<file path="src/rtl/i2c_line_monitor.sv">
// ---------------------------------------------------------------------------
// i2c_line_monitor
// Conditions the raw open-drain SCL/SDA readbacks coming from the pad wrapper
// (synchroniser followed by a glitch filter) and derives the bus events used by
// the I2C byte/bit controller: SCL edges, START/STOP, bus-busy, arbitration
// loss and clock stretching.
//
// Optional feature: define I2C_MON_TIMEOUT_EN to enable the SCL-low bus
// timeout. Without it bus_timeout is tied low and the timeout counter is
// absent.
//
// Parameters
//   SYNC_STAGES  flops per input synchroniser (>= 2)
//   FILT_LEN     consecutive differing samples before a filtered line moves (>= 1)
//   TIMEOUT_CYC  SCL-low cycles while busy before a timeout (2..65536)
//
// Ports
//   clk          system clock
//   reset        synchronous reset, active low
//   scl_i/sda_i  raw pad readbacks (asynchronous)
//   scl_o/sda_o  local drive values (1 = released, 0 = pulled low)
//   scl_f/sda_f  filtered lines
//   scl_rise     1-cycle pulse on a filtered SCL rising edge
//   scl_fall     1-cycle pulse on a filtered SCL falling edge
//   start_det    1-cycle pulse on START / repeated START
//   stop_det     1-cycle pulse on STOP
//   bus_busy     level, START until STOP (or timeout)
//   arb_lost     1-cycle pulse: SDA released locally but read low at SCL rise
//   clk_stretch  level, SCL released locally but filtered SCL low
//   bus_timeout  1-cycle pulse on an SCL-low timeout
// ---------------------------------------------------------------------------
module i2c_line_monitor #(
  parameter int unsigned SYNC_STAGES = 2,
  parameter int unsigned FILT_LEN    = 4,
  parameter int unsigned TIMEOUT_CYC = 4096
) (
  input  logic clk,
  input  logic reset,
  input  logic scl_i,
  input  logic sda_i,
  input  logic scl_o,
  input  logic sda_o,
  output logic scl_f,
  output logic sda_f,
  output logic scl_rise,
  output logic scl_fall,
  output logic start_det,
  output logic stop_det,
  output logic bus_busy,
  output logic arb_lost,
  output logic clk_stretch,
  output logic bus_timeout
);

  localparam int unsigned LINES = 2;
  localparam int unsigned L_SCL = 0;
  localparam int unsigned L_SDA = 1;
  localparam int unsigned CNT_W = (FILT_LEN > 1) ? $clog2(FILT_LEN) : 1;
  localparam logic [CNT_W-1:0] CNT_LAST = CNT_W'(FILT_LEN - 1);

  // Elaboration-time parameter legality checks
  if (SYNC_STAGES < 2) begin : g_chk_sync
    $error("SYNC_STAGES must be at least 2");
  end
  if (FILT_LEN < 1) begin : g_chk_filt
    $error("FILT_LEN must be at least 1");
  end
  if ((TIMEOUT_CYC < 2) || (TIMEOUT_CYC > 65536)) begin : g_chk_tout
    $error("TIMEOUT_CYC must be within 2..65536");
  end

  typedef enum logic {
    ST_IDLE = 1'b0,
    ST_BUSY = 1'b1
  } bus_state_e;

  // Line index 0 = SCL, 1 = SDA throughout
  logic [LINES-1:0]                  raw_c;
  logic [LINES-1:0][SYNC_STAGES-1:0] sync_q, sync_d;
  logic [LINES-1:0]                  sync_s_c;
  logic [LINES-1:0]                  filt_q, filt_d;
  logic [LINES-1:0][CNT_W-1:0]       fcnt_q, fcnt_d;
  logic [LINES-1:0]                  prev_q;

  bus_state_e state_q, state_d;

  logic rise_q, rise_d;
  logic fall_q, fall_d;
  logic start_q, start_d;
  logic stop_q, stop_d;
  logic arb_q, arb_d;
  logic stretch_q, stretch_d;

  logic p_scl_c, f_scl_c, p_sda_c, f_sda_c;
  logic start_c, stop_c;
  logic to_hit_c;

  assign raw_c = {sda_i, scl_i};

  // Synchroniser shift and tap
  always_comb begin
    sync_d   = '0;
    sync_s_c = '0;
    for (int i = 0; i < int'(LINES); i++) begin
      sync_d[i]   = {sync_q[i][SYNC_STAGES-2:0], raw_c[i]};
      sync_s_c[i] = sync_q[i][SYNC_STAGES-1];
    end
  end

  // Glitch filter: the line only moves after FILT_LEN consecutive differing samples
  always_comb begin
    filt_d = filt_q;
    fcnt_d = '0;
    for (int i = 0; i < int'(LINES); i++) begin
      if (sync_s_c[i] != filt_q[i]) begin
        if (fcnt_q[i] == CNT_LAST) begin
          filt_d[i] = sync_s_c[i];
          fcnt_d[i] = '0;
        end else begin
          fcnt_d[i] = fcnt_q[i] + CNT_W'(1);
        end
      end
    end
  end

  assign p_scl_c = prev_q[L_SCL];
  assign f_scl_c = filt_q[L_SCL];
  assign p_sda_c = prev_q[L_SDA];
  assign f_sda_c = filt_q[L_SDA];

  // START/STOP need SCL high in both samples, so a simultaneous SCL+SDA change never qualifies
  assign start_c = p_scl_c & f_scl_c & p_sda_c & ~f_sda_c;
  assign stop_c  = p_scl_c & f_scl_c & ~p_sda_c & f_sda_c;

`ifdef I2C_MON_TIMEOUT_EN
  localparam logic [15:0] TO_LAST = 16'(TIMEOUT_CYC - 1);

  logic [15:0] tcnt_q, tcnt_d;
  logic        timeout_q;

  // SCL-low timeout counter, only runs while the bus is busy
  always_comb begin
    tcnt_d   = tcnt_q;
    to_hit_c = 1'b0;
    if ((state_q != ST_BUSY) || f_scl_c) begin
      tcnt_d = '0;
    end else if (tcnt_q == TO_LAST) begin
      to_hit_c = 1'b1;
      tcnt_d   = '0;
    end else if (tcnt_q != 16'hFFFF) begin
      tcnt_d = tcnt_q + 16'd1;
    end
  end

  always_ff @(posedge clk) begin
    if (!reset) begin
      tcnt_q    <= '0;
      timeout_q <= 1'b0;
    end else begin
      tcnt_q    <= tcnt_d;
      timeout_q <= to_hit_c;
    end
  end

  assign bus_timeout = timeout_q;
`else
  assign to_hit_c    = 1'b0;
  assign bus_timeout = 1'b0;
`endif

  // Bus state and registered event outputs
  always_comb begin
    state_d   = state_q;
    rise_d    = ~p_scl_c & f_scl_c;
    fall_d    = p_scl_c & ~f_scl_c;
    start_d   = start_c;
    stop_d    = stop_c;
    arb_d     = 1'b0;
    stretch_d = scl_o & ~f_scl_c;

    case (state_q)
      ST_IDLE: begin
        if (start_c) begin
          state_d = ST_BUSY;
        end
      end
      ST_BUSY: begin
        // Repeated START keeps the bus busy
        if (stop_c || to_hit_c) begin
          state_d = ST_IDLE;
        end
        arb_d = rise_d & sda_o & ~f_sda_c;
      end
      default: begin
        state_d = ST_IDLE;
      end
    endcase
  end

  always_ff @(posedge clk) begin
    if (!reset) begin
      sync_q    <= '1;
      filt_q    <= '1;
      fcnt_q    <= '0;
      prev_q    <= '1;
      state_q   <= ST_IDLE;
      rise_q    <= 1'b0;
      fall_q    <= 1'b0;
      start_q   <= 1'b0;
      stop_q    <= 1'b0;
      arb_q     <= 1'b0;
      stretch_q <= 1'b0;
    end else begin
      sync_q    <= sync_d;
      filt_q    <= filt_d;
      fcnt_q    <= fcnt_d;
      prev_q    <= filt_q;
      state_q   <= state_d;
      rise_q    <= rise_d;
      fall_q    <= fall_d;
      start_q   <= start_d;
      stop_q    <= stop_d;
      arb_q     <= arb_d;
      stretch_q <= stretch_d;
    end
  end

  assign scl_f       = filt_q[L_SCL];
  assign sda_f       = filt_q[L_SDA];
  assign scl_rise    = rise_q;
  assign scl_fall    = fall_q;
  assign start_det   = start_q;
  assign stop_det    = stop_q;
  assign bus_busy    = (state_q == ST_BUSY);
  assign arb_lost    = arb_q;
  assign clk_stretch = stretch_q;

endmodule

</file>
<file path="config.mk">
export PLATFORM = sky130hd
export DESIGN_NAME = i2c_line_monitor
export DESIGN_NICKNAME = d
export VERILOG_FILES = /design/src/rtl/i2c_line_monitor.sv
export SDC_FILE = /design/constraint.sdc
export NUM_CORES = 1
export LEC_CHECK = 0
export CAP_MARGIN = 15
export CORE_UTILIZATION = 40
export CTS_BUF_LIST = sky130_fd_sc_hd__clkbuf_4
export DETAILED_ROUTE_END_ITERATION = 8
export PLACE_DENSITY = 0.7
export SYNTH_ARGS = -nofsm -noshare
export SYNTH_HDL_FRONTEND = slang
export SYNTH_SLANG_ARGS = --single-unit
export TNS_END_PERCENT = 1
</file>
<file path="constraint.sdc">
create_clock -name clk -period 1 [get_ports clk]
set_input_delay 0.15 -clock clk [delete_from_list [all_inputs] [get_ports clk]]
set_output_delay 0.15 -clock clk [all_outputs]
set_load 0.03 [all_outputs]
</file>
==> qor.txt <==
global-route wire length before repair -> 1587 um
sequence of cells on the critical path -> buf_6
share of Yosys cell area claimed by the top area cell type -> 59.49%
buffering stage count on the worst path with inverters included -> 1
diode count -> 0
Synth Area in Compound Gates -> 3.131%
clock input transition at the sequential cells of the worst setup and hold paths -> 0.10 ns
starting density of the core -> 42.44%
worst endpoint data arrival time -> 0.83 ns
share of power burned in the clock network -> 32.9%
slowest library cell on the worst path -> sky130_fd_sc_hd__dfxtp_4
max-cap check violation count -> 0
required time reported for the critical path endpoint -> 0.85 ns
dominant combinational cell family by area after synthesis -> simple AND/OR/NAND/NOR gates
time the worst path needs with I/O delays and setup -> 0.9814 ns
delay-heaviest family, CP -> flip-flops
share of power burned in combinational logic -> 4.4%
Int Power -> 0.0009764 W
longest individual stage delay on the worst path -> 0.40 ns
# setup viols final -> 0
Placed Instance Area -> 778.2 um^2
number of detailed-route iterations in the first pass -> 2
num ports -> 16
switching pwr -> 0.0002439 W
Clock H-tree levels -> 1
Yosys warning total -> 0
CP endpoint kind -> primary output
DRC violation count after routing -> 0
Sw Ratio -> 19.99%
count of state elements after synthesis -> 19
cell type with the largest total area after synthesis -> sky130_fd_sc_hd__dfxtp_1
Row Count -> 14
largest net degree at the start of global routing -> 11
simple-gate share of the synthesized area -> 22.70%
root buffer cell -> sky130_fd_sc_hd__clkbuf_4
cell count after synthesis -> 56
result of the run -> complete, no violations
Via density -> 4.846
share of synthesized area spent on multiplexers -> 3.131%
Final Max Slew Viols -> 0
fillcell total -> 136
fraction of layout cells with a size suffix above 1 -> 33.33%
HPWL reported at the end of detailed placement -> 653 um
count of distinct cell types in the synthesized netlist -> 20
worst min-delay path category -> in -> reg
leading post-synthesis cells by cell area -> sky130_fd_sc_hd__dfxtp_1 (59%), sky130_fd_sc_hd__or2b_1 (5.9%), sky130_fd_sc_hd__and4bb_2 (3.9%), sky130_fd_sc_hd__ha_1 (3.9%), sky130_fd_sc_hd__mux2i_1 (3.1%)
number of hold violations in the final report -> 0
CP startpoint kind -> register
core area -> 1506 um^2
global-route met3 utilization -> 4.310%
area share of xor/xnor cells in the synthesized design -> 2.740%
routability cong. -> 0.6871
Layout area overhead -> 31.90%
setup skew after layout -> 0.001184 ns
vias in the first global route -> 408
starting DRC count in detailed routing -> 1
Die Footprint -> 1762 um^2
worst skew pair latency -> 0.29 ns
overall die height -> 41.98 um
synthesized area -> 639.4 um^2
crit-path max FO -> 8
grt ovf -> 0
Worst Setup Path Type -> reg -> out
average cell area after synthesis -> 11.42 um^2
upper clock frequency limit -> 1.019 GHz
Placed Instances -> 85
grt met1 use -> 14.76%
RSZ-0062 raised after global routing -> true
TritonCTS clock tree -> built
P_leak -> 0.3755 nW
PwrDens -> 1447 nW/um^2
final core utilization -> 55.98%
number of nets in the finished design -> 84
adder-cell area share of the yosys netlist -> 3.914%
met2 Track Usage GR -> 18.13%
WL per Instance -> 10.07 um
total routed wirelength -> 916 um
number of sinks on the clock net -> 19
fin crit share -> 98.14%
die width -> 41.98 um
number of port buffers -> 14
share of the yosys chip area belonging to registers -> 59.49%
Post-Layout Inst Area -> 843.3 um^2
worst ir drop on vdd -> 0.0006960 V
Hold-fix buffers, CTS -> 0
clock buffers created by TritonCTS -> 3
number of nets produced by synthesis -> 64
Cell Count, Final, Fillers Out -> 91
antenna-violating nets left -> 0
antenna violations before repair -> 0
DR vias -> 441
Seq pwr share -> 62.7%
most crowded layer after global routing -> met2
maximum root-to-sink buffer count -> 2
total global-route track usage -> 12.41%
kinds of logic (layout without fill, tap and decap cells):
| logic type | count (synthesis) | after routing |
|---|---|---|
| other cells | 1 | 1 |
| simple gates | 22 | 22 |
| fa+ha+maj | 2 | 2 |
| buf+inv | 6 | 25 |
| xor+xnor | 2 | 2 |
| compound gates | 2 | 2 |
| flops | 19 | 19 |
| mux | 2 | 2 |
through the flow:
stage	setup TNS (ns)	hold slack, ns	worst slack [ns]	power [W]
after floorplan	-0.08171	0.2464	-0.08171	0.0008148
after global placement	-2.208	0.3872	-0.1880	0.0008414
after detailed placement	-2.382	0.3962	-0.1993	0.0008417
after CTS	0	0.3665	0.005765	0.001242
after global routing	-0.04916	0.3665	-0.02640	0.001282
final	0	0.3742	0.01862	0.001220
layout make-up:
cell class	instances	area (um^2)	area share [%]
Sequential cell	19	389.1	46.14
Multi-Input combinational cell	31	234.0	27.74
Timing Repair Buffer	18	158.9	18.84
Clock buffer	4	30.03	3.561
Tap cell	16	20.02	2.374
Inverter	3	11.26	1.335
worst paths after layout:
check                          from                      to  slack (ns)  cells past startpoint
max          filt_q[1]$_SDFFE_PN1P_                   sda_f        0.02                      1
min reg2reg    sync_d[1]$_SDFF_PN1_    sync_q[1]$_SDFF_PN1_        0.42                      1
min                           scl_o  clk_stretch$_SDFF_PN0_        0.37                      3
max reg2reg  filt_q[1]$_SDFFE_PN1P_    fcnt_q[3]$_SDFF_PP0_        0.05                      2
cells in the mapped netlist (all sizes together):
cell type / number
nor3: 1
dfxtp: 19
nor4b: 2
o2111a: 1
a31o: 1
nor4: 2
mux2i: 2
xnor2: 2
ha: 2
buf: 1
inv: 3
and4bb: 2
nand2: 5
nand4b: 1
or2b: 6
conb: 1
nor2: 3
clkbuf: 2
layout by cell type (no fill, tap or decap), drive strengths merged:
cell,count
mux2i,2
clkdlybuf4s50,5
and4bb,2
nor4,2
ha,2
clkbuf,4
inv,3
nand4b,1
nor4b,2
nor2,3
o2111a,1
xnor2,2
or2b,6
conb,1
dfxtp,19
a31o,1
buf,13
nor3,1
nand2,5
routing by layer:
metal | part of all wire (%) | routed length [um]
met5 | 0 | 0
met1 | 46 | 419
met2 | 46 | 423
met3 | 6.2 | 57
met4 | 1.7 | 16
power by group through the flow:
| stage | combinational [W] | sequential, W | clock (W) |
|---|---|---|---|
| finish | 0.0000534 | 0.000765 | 0.000402 |
| global route | 0.0000581 | 0.000767 | 0.000457 |
| CTS | 0.0000537 | 0.000765 | 0.000423 |
| detailed placement | 0.0000535 | 0.000788 | 0 |
| global placement | 0.0000535 | 0.000788 | 0 |
| floorplan | 0.0000278 | 0.000787 | 0 |
flip-flops by register name, indices dropped and copies added (netlist names):
register and cells:
sync_q 2, fcnt_q 4, bus_busy 1, stop_det 1, scl_rise 1, filt_q 2
sync_d 2, scl_fall 1, arb_lost 1, prev_q 2, start_det 1, clk_stretch 1
what timing repair did:
action	CTS	global route
setup endpoints to repair	3	6
setup buffers	2	0
pin swaps	0	1
gates resized for setup	4	3
gates cloned	0	0
(Power assumes the default switching activity.)
